$ cat src/rtl/wb_write_arbiter_pkg.sv
// Shared types and constants for the writeback write-port arbiter.
// wb_entry_t is the buffered port B result; its field widths set the
// register index and data widths used throughout the arbiter.
package wb_write_arbiter_pkg;

  localparam int WB_DATA_WIDTH = 32;
  localparam int WB_ADDR_WIDTH = 5;

  // Architectural zero register; writes to it are discarded.
  localparam logic [WB_ADDR_WIDTH-1:0] REG_ZERO = '0;

  typedef struct packed {
    logic                     valid;
    logic [WB_ADDR_WIDTH-1:0] addr;
    logic [WB_DATA_WIDTH-1:0] data;
  } wb_entry_t;

  // Source driving the registered write port in a given cycle.
  typedef enum logic [1:0] {
    SEL_NONE = 2'd0,
    SEL_A    = 2'd1,
    SEL_B    = 2'd2
  } wb_sel_e;

  // True when an enabled compare hits the given register index.
  function automatic logic addr_hit(input logic en,
                                    input logic [WB_ADDR_WIDTH-1:0] a,
                                    input logic [WB_ADDR_WIDTH-1:0] b);
    return en && (a == b);
  endfunction

endpackage

$ cat src/rtl/wb_write_arbiter_fifo.sv
// wb_fifo: circular buffer of wb_entry_t for port B results.
// Each entry carries its own valid bit, so a younger port A write can squash
// a buffered entry in place without disturbing FIFO order. A squashed entry
// still occupies its slot until popped. Valid bits are cleared on pop, which
// means a set valid bit always denotes an occupied, live entry.
// Optional: WB_PENDING_MASK_EN adds pending_mask, one bit per register index.
module wb_fifo
  import wb_write_arbiter_pkg::*;
#(
  parameter int DEPTH = 4,
  localparam int PTR_W = $clog2(DEPTH),
  localparam int CNT_W = PTR_W + 1
) (
  input  logic                     clk,
  input  logic                     rst_n,
  input  logic                     push,
  input  wb_entry_t                push_entry,
  input  logic                     pop,
  input  logic                     squash_en,
  input  logic [WB_ADDR_WIDTH-1:0] squash_addr,
  output wb_entry_t                head,
`ifdef WB_PENDING_MASK_EN
  output logic [2**WB_ADDR_WIDTH-1:0] pending_mask,
`endif
  output logic [CNT_W-1:0]         count
);

  logic [PTR_W-1:0] wr_ptr_reg;
  logic [PTR_W-1:0] rd_ptr_reg;
  logic [CNT_W-1:0] count_reg;

  // Flattened views of the per-entry storage for head selection and masks.
  logic [DEPTH-1:0]                    vld_vec;
  logic [DEPTH-1:0][WB_ADDR_WIDTH-1:0] addr_vec;
  logic [DEPTH-1:0][WB_DATA_WIDTH-1:0] data_vec;

  genvar gi;
  generate
    for (gi = 0; gi < DEPTH; gi++) begin : g_entry
      logic                     vld_reg;
      logic                     vld_next;
      logic [WB_ADDR_WIDTH-1:0] addr_reg;
      logic [WB_DATA_WIDTH-1:0] data_reg;
      logic                     wr_sel;
      logic                     rd_sel;

      assign wr_sel = push && (wr_ptr_reg == PTR_W'(gi));
      assign rd_sel = pop && (rd_ptr_reg == PTR_W'(gi));

      // Entry valid update: a fresh push wins, then pop, then squash.
      // A write slot is never also the popped or squashed live slot,
      // because pushes only occur while the FIFO is not full.
      always_comb begin
        vld_next = vld_reg;
        if (wr_sel) begin
          vld_next = push_entry.valid;
        end else if (rd_sel) begin
          vld_next = 1'b0;
        end else if (addr_hit(squash_en, addr_reg, squash_addr)) begin
          vld_next = 1'b0;
        end
      end

      // Valid bit register, cleared by reset.
      always_ff @(posedge clk or negedge rst_n) begin
        if (!rst_n) begin
          vld_reg <= 1'b0;
        end else begin
          vld_reg <= vld_next;
        end
      end

      // Address/data payload; only meaningful while the valid bit is set.
      always_ff @(posedge clk) begin
        if (wr_sel) begin
          addr_reg <= push_entry.addr;
          data_reg <= push_entry.data;
        end
      end

      assign vld_vec[gi]  = vld_reg;
      assign addr_vec[gi] = addr_reg;
      assign data_vec[gi] = data_reg;
    end
  endgenerate

  // Pointer and occupancy bookkeeping; pointers wrap naturally (DEPTH is 2^n).
  always_ff @(posedge clk or negedge rst_n) begin
    if (!rst_n) begin
      wr_ptr_reg <= '0;
      rd_ptr_reg <= '0;
      count_reg  <= '0;
    end else begin
      if (push) begin
        wr_ptr_reg <= wr_ptr_reg + 1'b1;
      end
      if (pop) begin
        rd_ptr_reg <= rd_ptr_reg + 1'b1;
      end
      case ({push, pop})
        2'b10:   count_reg <= count_reg + 1'b1;
        2'b01:   count_reg <= count_reg - 1'b1;
        default: count_reg <= count_reg;
      endcase
    end
  end

  // Present the oldest entry, including its squash status.
  always_comb begin
    head.valid = vld_vec[rd_ptr_reg];
    head.addr  = addr_vec[rd_ptr_reg];
    head.data  = data_vec[rd_ptr_reg];
  end

`ifdef WB_PENDING_MASK_EN
  // One bit per register that a live buffered entry will still write.
  always_comb begin
    pending_mask = '0;
    for (int i = 0; i < DEPTH; i++) begin
      if (vld_vec[i]) begin
        pending_mask[addr_vec[i]] = 1'b1;
      end
    end
  end
`endif

  assign count = count_reg;

endmodule

$ cat src/rtl/wb_write_arbiter.sv
// wb_write_arbiter: merges the single-cycle ALU result (port A) and the
// variable-latency memory/mul-div result (port B) into one registered
// register-file write per cycle. Port A always wins; port B results wait in
// wb_fifo and drain when port A is idle. A port A write squashes older
// buffered port B writes to the same register so the last writer is A.
// Optional: WB_PENDING_MASK_EN exposes PENDING_MASK for the hazard unit.
module wb_write_arbiter
  import wb_write_arbiter_pkg::*;
#(
  parameter int DATA_WIDTH = WB_DATA_WIDTH,
  parameter int ADDR_WIDTH = WB_ADDR_WIDTH,
  parameter int DEPTH      = 4
) (
  input  logic                  CLK,
  input  logic                  RESET,
  input  logic                  A_VALID,
  input  logic [ADDR_WIDTH-1:0] A_ADDR,
  input  logic [DATA_WIDTH-1:0] A_DATA,
  input  logic                  B_VALID,
  output logic                  B_READY,
  input  logic [ADDR_WIDTH-1:0] B_ADDR,
  input  logic [DATA_WIDTH-1:0] B_DATA,
  output logic                  REG_WRITE_EN,
  output logic [ADDR_WIDTH-1:0] REG_WRITE_ADDR,
  output logic [DATA_WIDTH-1:0] REG_WRITE_DATA,
`ifdef WB_PENDING_MASK_EN
  output logic [2**ADDR_WIDTH-1:0] PENDING_MASK,
`endif
  output logic                  BUSY
);

  localparam int CNT_W = $clog2(DEPTH) + 1;

  logic             a_write;
  logic             b_fire;
  logic             b_push;
  logic             b_pop;
  wb_entry_t        push_entry;
  wb_entry_t        head;
  logic [CNT_W-1:0] fifo_count;
  wb_sel_e          sel;

  logic                  wr_en_reg;
  logic                  wr_en_next;
  logic [ADDR_WIDTH-1:0] wr_addr_reg;
  logic [ADDR_WIDTH-1:0] wr_addr_next;
  logic [DATA_WIDTH-1:0] wr_data_reg;
  logic [DATA_WIDTH-1:0] wr_data_next;

  // Writes to x0 are architectural no-ops on either port.
  assign a_write = A_VALID && (A_ADDR != REG_ZERO);
  assign b_fire  = B_VALID && B_READY;
  assign b_push  = b_fire && (B_ADDR != REG_ZERO);

  // Ready depends only on registered occupancy: a full FIFO refuses even
  // when it pops in the same cycle.
  assign B_READY = (fifo_count < CNT_W'(DEPTH));
  assign BUSY    = (fifo_count != '0);

  // Same-cycle B is older than A, so a B entry hitting A's target is
  // enqueued pre-squashed.
  always_comb begin
    push_entry.valid = !addr_hit(a_write, B_ADDR, A_ADDR);
    push_entry.addr  = B_ADDR;
    push_entry.data  = B_DATA;
  end

  // Write-port source: A first, otherwise drain the FIFO head.
  always_comb begin
    sel = SEL_NONE;
    if (a_write) begin
      sel = SEL_A;
    end else if (fifo_count != '0) begin
      sel = SEL_B;
    end
  end

  assign b_pop = (sel == SEL_B);

  wb_fifo #(
    .DEPTH (DEPTH)
  ) u_fifo (
    .clk          (CLK),
    .rst_n        (RESET),
    .push         (b_push),
    .push_entry   (push_entry),
    .pop          (b_pop),
    .squash_en    (a_write),
    .squash_addr  (A_ADDR),
    .head         (head),
`ifdef WB_PENDING_MASK_EN
    .pending_mask (PENDING_MASK),
`endif
    .count        (fifo_count)
  );

  // Next write-port contents; a squashed head pops with the strobe low.
  always_comb begin
    wr_en_next   = 1'b0;
    wr_addr_next = wr_addr_reg;
    wr_data_next = wr_data_reg;
    case (sel)
      SEL_A: begin
        wr_en_next   = 1'b1;
        wr_addr_next = A_ADDR;
        wr_data_next = A_DATA;
      end
      SEL_B: begin
        wr_en_next   = head.valid;
        wr_addr_next = head.addr;
        wr_data_next = head.data;
      end
      default: begin
        wr_en_next = 1'b0;
      end
    endcase
  end

  // Registered write port toward reg_file.
  always_ff @(posedge CLK or negedge RESET) begin
    if (!RESET) begin
      wr_en_reg   <= 1'b0;
      wr_addr_reg <= '0;
      wr_data_reg <= '0;
    end else begin
      wr_en_reg   <= wr_en_next;
      wr_addr_reg <= wr_addr_next;
      wr_data_reg <= wr_data_next;
    end
  end

  assign REG_WRITE_EN   = wr_en_reg;
  assign REG_WRITE_ADDR = wr_addr_reg;
  assign REG_WRITE_DATA = wr_data_reg;

endmodule

$ cat config.mk
export PLATFORM = sky130hd
export DESIGN_NAME = wb_write_arbiter
export DESIGN_NICKNAME = d
export VERILOG_FILES = /design/src/rtl/wb_write_arbiter_pkg.sv /design/src/rtl/wb_write_arbiter_fifo.sv /design/src/rtl/wb_write_arbiter.sv
export SDC_FILE = /design/constraint.sdc
export NUM_CORES = 1
export LEC_CHECK = 0
export ABC_CLOCK_PERIOD_IN_PS = 2740
export CAP_MARGIN = 20
export CORE_MARGIN = 1
export CORE_UTILIZATION = 54
export DETAILED_ROUTE_END_ITERATION = 16
export PLACE_DENSITY = 0.81
export SLEW_MARGIN = 20
export SYNTH_ARGS = -nofsm -noshare
export SYNTH_HDL_FRONTEND = slang
export SYNTH_SLANG_ARGS = --single-unit
$ cat constraint.sdc
create_clock -name CLK -period 2.74 [get_ports CLK]
set_input_delay 0.274 -clock CLK [delete_from_list [all_inputs] [get_ports CLK]]
set_output_delay 0.274 -clock CLK [all_outputs]
set_load 0.02 [all_outputs]
# Word level (Yosys, flattened, before mapping)
# Index checks and enable logic that the tools add are counted.
# classes
shifts	0
n_bitwise	0
multipliers	0
n_div	0
addsub	4
eq_ne	15
reduce_logical	28
muxes	24
order_cmp	2
# ops
cell	count
32-bit binary-select mux with 2-bit select	1
32-bit one-hot mux with 2 select lines	1
32-bit 2-to-1 mux	1
5-bit equality test	5
1-bit logical AND	16
3-bit nonzero test	5
1-bit 2-to-1 mux	13
2-bit equality test (second input constant)	6
5-bit binary-select mux with 2-bit select	1
5-bit one-hot mux with 2 select lines	1
5-bit nonzero test	2
2-bit by 1-bit equality test with 1-bit output (second input constant)	4
3-bit one-hot mux with 2 select lines	1
5-bit 2-to-1 mux	1
2-bit by 1-bit adder with 2-bit output (second input constant)	2
2-bit logical NOT	2
2-bit 2-to-1 mux	2
2-bit nonzero test	2
3-bit by 1-bit adder with 3-bit output (second input constant)	1
2-bit by 3-bit less-than comparator with 1-bit output (second input constant)	1
3-bit less-than comparator (second input constant)	1
3-bit by 1-bit subtractor with 3-bit output (second input constant)	1
1-bit binary-select mux with 2-bit select	1
1-bit one-hot mux with 2 select lines	1
1-bit logical NOT	1
# word_totals
in_bits	78
memories	0
latchBits	0
rom_bits	0
regBits	197
ram_bits	0

# Logic depth before layout (Yosys ltp)
# depth
ltp_word	7
ltp_mapped	12
depth_no_buf	10

# Cells and area by module
# Synthesis repeated with hierarchy kept, for this count alone.
# hier_totals
cells_unflattened	423
hier_area_um2	8195.4
# modules_own_cells
module	seq_area_each_um2	n_inst	area_each_um2	cells_per_inst
wb_fifo	4719.5	1	6252.2	281
wb_write_arbiter	950.9	1	1943.1	142

# Worst setup path before layout
# Ideal clock, no wire load.
# synth_timing
path_kind	input-to-reg
startpoint	in A_ADDR[4]
endpoint	reg u_fifo.count_reg[2], in the netlist u_fifo.count[2]
arrival_ps	2287
required_ps	2660
n_path_buf	2
cell_stages	12
path_slack_ps	373
cell_sequence	buf_4 or4_4 o21ai_2 buf_6 nand2_4 inv_1 ha_1 inv_1 fa_1 xor2_1 nor2_1 xnor2_1
# synth_via
elab_chain_cells	6
# synth_lines
item	line_no	rtl
from (decl)	wb_write_arbiter.sv:17	input logic [ADDR_WIDTH-1:0] A_ADDR,
5-bit nonzero test (*)	wb_write_arbiter.sv:51	assign a_write = A_VALID && (A_ADDR != REG_ZERO);
1-bit logical AND (*)	wb_write_arbiter.sv:51	
2-bit 2-to-1 mux (*)	wb_write_arbiter.sv:71	if (a_write) begin
2-bit equality test (*)	wb_write_arbiter.sv:78	assign b_pop = (sel == SEL_B);
2-bit by 1-bit equality test with 1-bit output / 2-bit equality test (equally long branches)	wb_write_arbiter_fifo.sv:100	case ({push, pop})
3-bit one-hot mux with 2 select lines / 2-bit nonzero test (equally long branches)	-	
to (signal assigned)	wb_write_arbiter_fifo.sv:101	2'b10: count_reg <= count_reg + 1'b1;
to (signal assigned)	wb_write_arbiter_fifo.sv:102	2'b01: count_reg <= count_reg - 1'b1;
to (signal assigned)	wb_write_arbiter_fifo.sv:103	default: count_reg <= count_reg;
to (decl)	wb_write_arbiter_fifo.sv:30	logic [CNT_W-1:0] count_reg;
# Mark *: on every way between the ends. The rest lies on a longest branch, timed or not.
# A chain may end at the register's enable or synchronous reset.

# Worst setup path after layout
# layout_timing
startpoint	reg u_fifo.count_reg[0], in the netlist u_fifo.count[0]
endpoint	out BUSY
# layout_via
elab_chain_cells	1
# layout_lines
item	line_no	rtl
3-bit nonzero test	wb_write_arbiter.sv:58	assign BUSY = (fifo_count != '0);
to (decl)	wb_write_arbiter.sv:29	output logic BUSY
# Every way passes these cells.

==> results.json <==
{
  "outcome": "finished clean",
  "cts_htree_levels": 4,
  "clockBufferDepth": 2,
  "grtUsageTotal": 0.236,
  "slew_violations": 0,
  "critPathLaunch": "u_fifo.count[0]",
  "ys_types": 34,
  "hold_viol_final": 0,
  "syn-instance-count": 507,
  "fin_skew_ns": 0.0111,
  "ant_nets": 0,
  "antenna_found_initial": 1,
  "ys_ff_latch": 197,
  "clk_pin_slew_worst_paths_ns": 0.07,
  "gr-total-overflow": 0,
  "drc": 0,
  "root_buffer": "clkbuf_16",
  "timing.rr.start": "u_fifo.rd_ptr_reg[1]",
  "gp_congestion": 0.794,
  "min_to": "REG_WRITE_DATA[14]",
  "wl_um": 17200,
  "crit_chain": "nor3_2, clkinv_1, buf_4, clkdlybuf4s50_1",
  "core_area_mm2": 0.0145,
  "io-pin-count": 118,
  "cts_tree": "yes",
  "final_nets": 729,
  "ys_warn_count": 0,
  "dr.pass1.iters": 5,
  "cts_sinks": 197,
  "rsz0062_at_grt": "no",
  "end_kind": "output port",
  "synthArstFlopShare": 0.249,
  "clk_latency_ns": 0.43,
  "placed_cells": 805,
  "drt_iter0_markers": 527,
  "crit_type": "reg -> out",
  "critPathMaxStageDelay_ns": 0.72,
  "finalSetupTns_ns": 0,
  "r2r-end": "REG_WRITE_DATA[27]",
  "post_route_cells_drive_above_1_share": 0.167,
  "initial_core_util": 0.555,
  "r2r_slack_ns": 0.74,
  "grt_pass1_vias": 5109,
  "synth_edf_count": 148,
  "syn-cell-area_mm2": 0.00807,
  "ys_dominant_reg_cell": "edfxtp_1",
  "fp.dieArea_mm2": 0.0154,
  "p_leak_nw": 3.64,
  "finalNonFillerCells": 839,
  "vias_per_cell": 5.74,
  "post-cts-setup-buffers": 0,
  "wl_per_cell_um": 20.6,
  "worst_ep_arrival_time_ns": 2.16,
  "finalSetupViolCount": 0,
  "timing.final.crit_share": 0.889,
  "syn_to_final_growth_pct": 25.2,
  "die_y_um": 124,
  "ir_drop_mv": 0.522,
  "die_w_um": 124,
  "slowest_stage": "clkdlybuf4s50_1",
  "hold_class": "in -> reg",
  "cp-start-kind": "register",
  "synth_area_per_cell_um2": 15.9,
  "max-slew-margin-rel": 0.450,
  "whs_path_depth": 3,
  "cp_data_required_time_ns": 2.47,
  "maxCapViolations": 0,
  "holdCritStartpoint": "A_DATA[14]",
  "dp_hpwl_um": 11200,
  "syn_nets": 595,
  "worst_pin_slew_ns": 0.818,
  "grt_max_degree": 84,
  "crit_path_max_fanout": 42,
  "ys_seq_area_frac": 0.703,
  "grt_pass1_wl_um": 27400,
  "rows": 44,
  "reg2reg_depth": 4,
  "cts_buffers": 17,
  "max_freq_mhz": 410,
  "fin_crit_ns": 2.44,
  "largest_register_ffs": 128,
  "power_density_mw_per_mm2": 976,
  "via_count": 4815,
  "port_buffers": 117
}
## cells by family (layout without fill, tap and decap cells)
family | after synthesis | after routing | share of synthesized area
buf+inv | 45 | 192 | 0.0291
other cells | 0 | 1 | 0
flops | 197 | 197 | 0.703
compound gates | 52 | 52 | 0.0426
mux | 40 | 40 | 0.109
xor+xnor | 30 | 30 | 0.0326
simple gates | 133 | 133 | 0.0673
fa+ha+maj | 10 | 10 | 0.0164
## how the worst max path moves through the flow
stage,end,depth (start not counted)
final,BUSY,4
after global routing,BUSY,4
after CTS,BUSY,4
after detailed placement,u_fifo.count[2],10
after global placement,u_fifo.count[2],10
after floorplan,u_fifo.count[2],12
## through the flow
stage               hold slack (ns)  power [mW]  setup WS [ns]   util  cell area [µm²]
floorplan                   -0.0216        6.23          0.373      -             8070
global placement              0.338        7.38          0.138  0.654             9510
detailed placement            0.360        7.50         0.0136  0.654             9510
CTS                           0.408        9.94          0.291  0.695            10100
global route                  0.436        10.3          0.213  0.695            10100
finish                        0.431        9.86          0.303  0.695            10100
## where the power goes
part / internal [mW] / switching [mW] / total, mW
combinational: 1.56 / 1.66 / 3.21
sequential: 3.84 / 0.371 / 4.21
clock: 1.39 / 1.05 / 2.44
## synthesized netlist by cell type (2+ instances only)
library cell / count / area share
edfxtp_1: 148 / 0.55
nand2_1: 80 / 0.037
dfrtp_1: 49 / 0.15
mux4_2: 38 / 0.11
nor2_1: 37 / 0.017
a31oi_1: 36 / 0.028
xnor2_1: 25 / 0.027
inv_1: 14 / 0.0065
clkbuf_1: 11 / 0.0051
ha_1: 9 / 0.014
buf_2: 8 / 0.0050
buf_4: 7 / 0.0065
nand3_1: 5 / 0.0031
xor2_1: 5 / 0.0054
and3_1: 4 / 0.0031
buf_6: 4 / 0.0056
o211ai_1: 4 / 0.0037
o22ai_1: 3 / 0.0023
o311ai_0: 3 / 0.0033
nor4_1: 2 / 0.0016
o21ai_0: 2 / 0.0012
## cell type report
class / count / area (µm²)
Sequential cell: 197 / 5670
Tap cell: 184 / 230
Clock buffer: 20 / 457
Fill cell: 933 / 4430
Timing Repair Buffer: 145 / 1380
Inverter: 15 / 56.3
Antenna cell: 1 / 2.50
Clock inverter: 12 / 128
Multi-Input combinational cell: 265 / 2180
## worst max-delay path: cells and delay by family, from the launching register on
kind / cells / cell delay (ns)
buffers and inverters: 3 / 1.26
and+or+nand+nor: 1 / 0.07
DFF: 1 / 0.40
## timing repair
item	CTS	global route
hold buffers	1	0
endpoints found under the hold margin	27	0
gates resized for setup	0	0
## cell usage in the layout (no fill, tap or decap), types with 17 or more instances in the layout
master and instances:
buf_4 27, mux4_2 38, nor2_1 37, nand2_1 80
clkbuf_16 17, xnor2_1 25, a31oi_1 36, clkdlybuf4s50_1 116
dfrtp_1 47, edfxtp_1 148
## per-layer routing
layer  vias to the layer above  track usage  share of wire
met5                         -            0              0
met4                         0       0.0964          0.019
met3                        29       0.0455          0.059
met2                       209        0.403           0.53
met1                      2415        0.296           0.39
li1                       2162            -              -
Power figures use the tool's default switching activity.
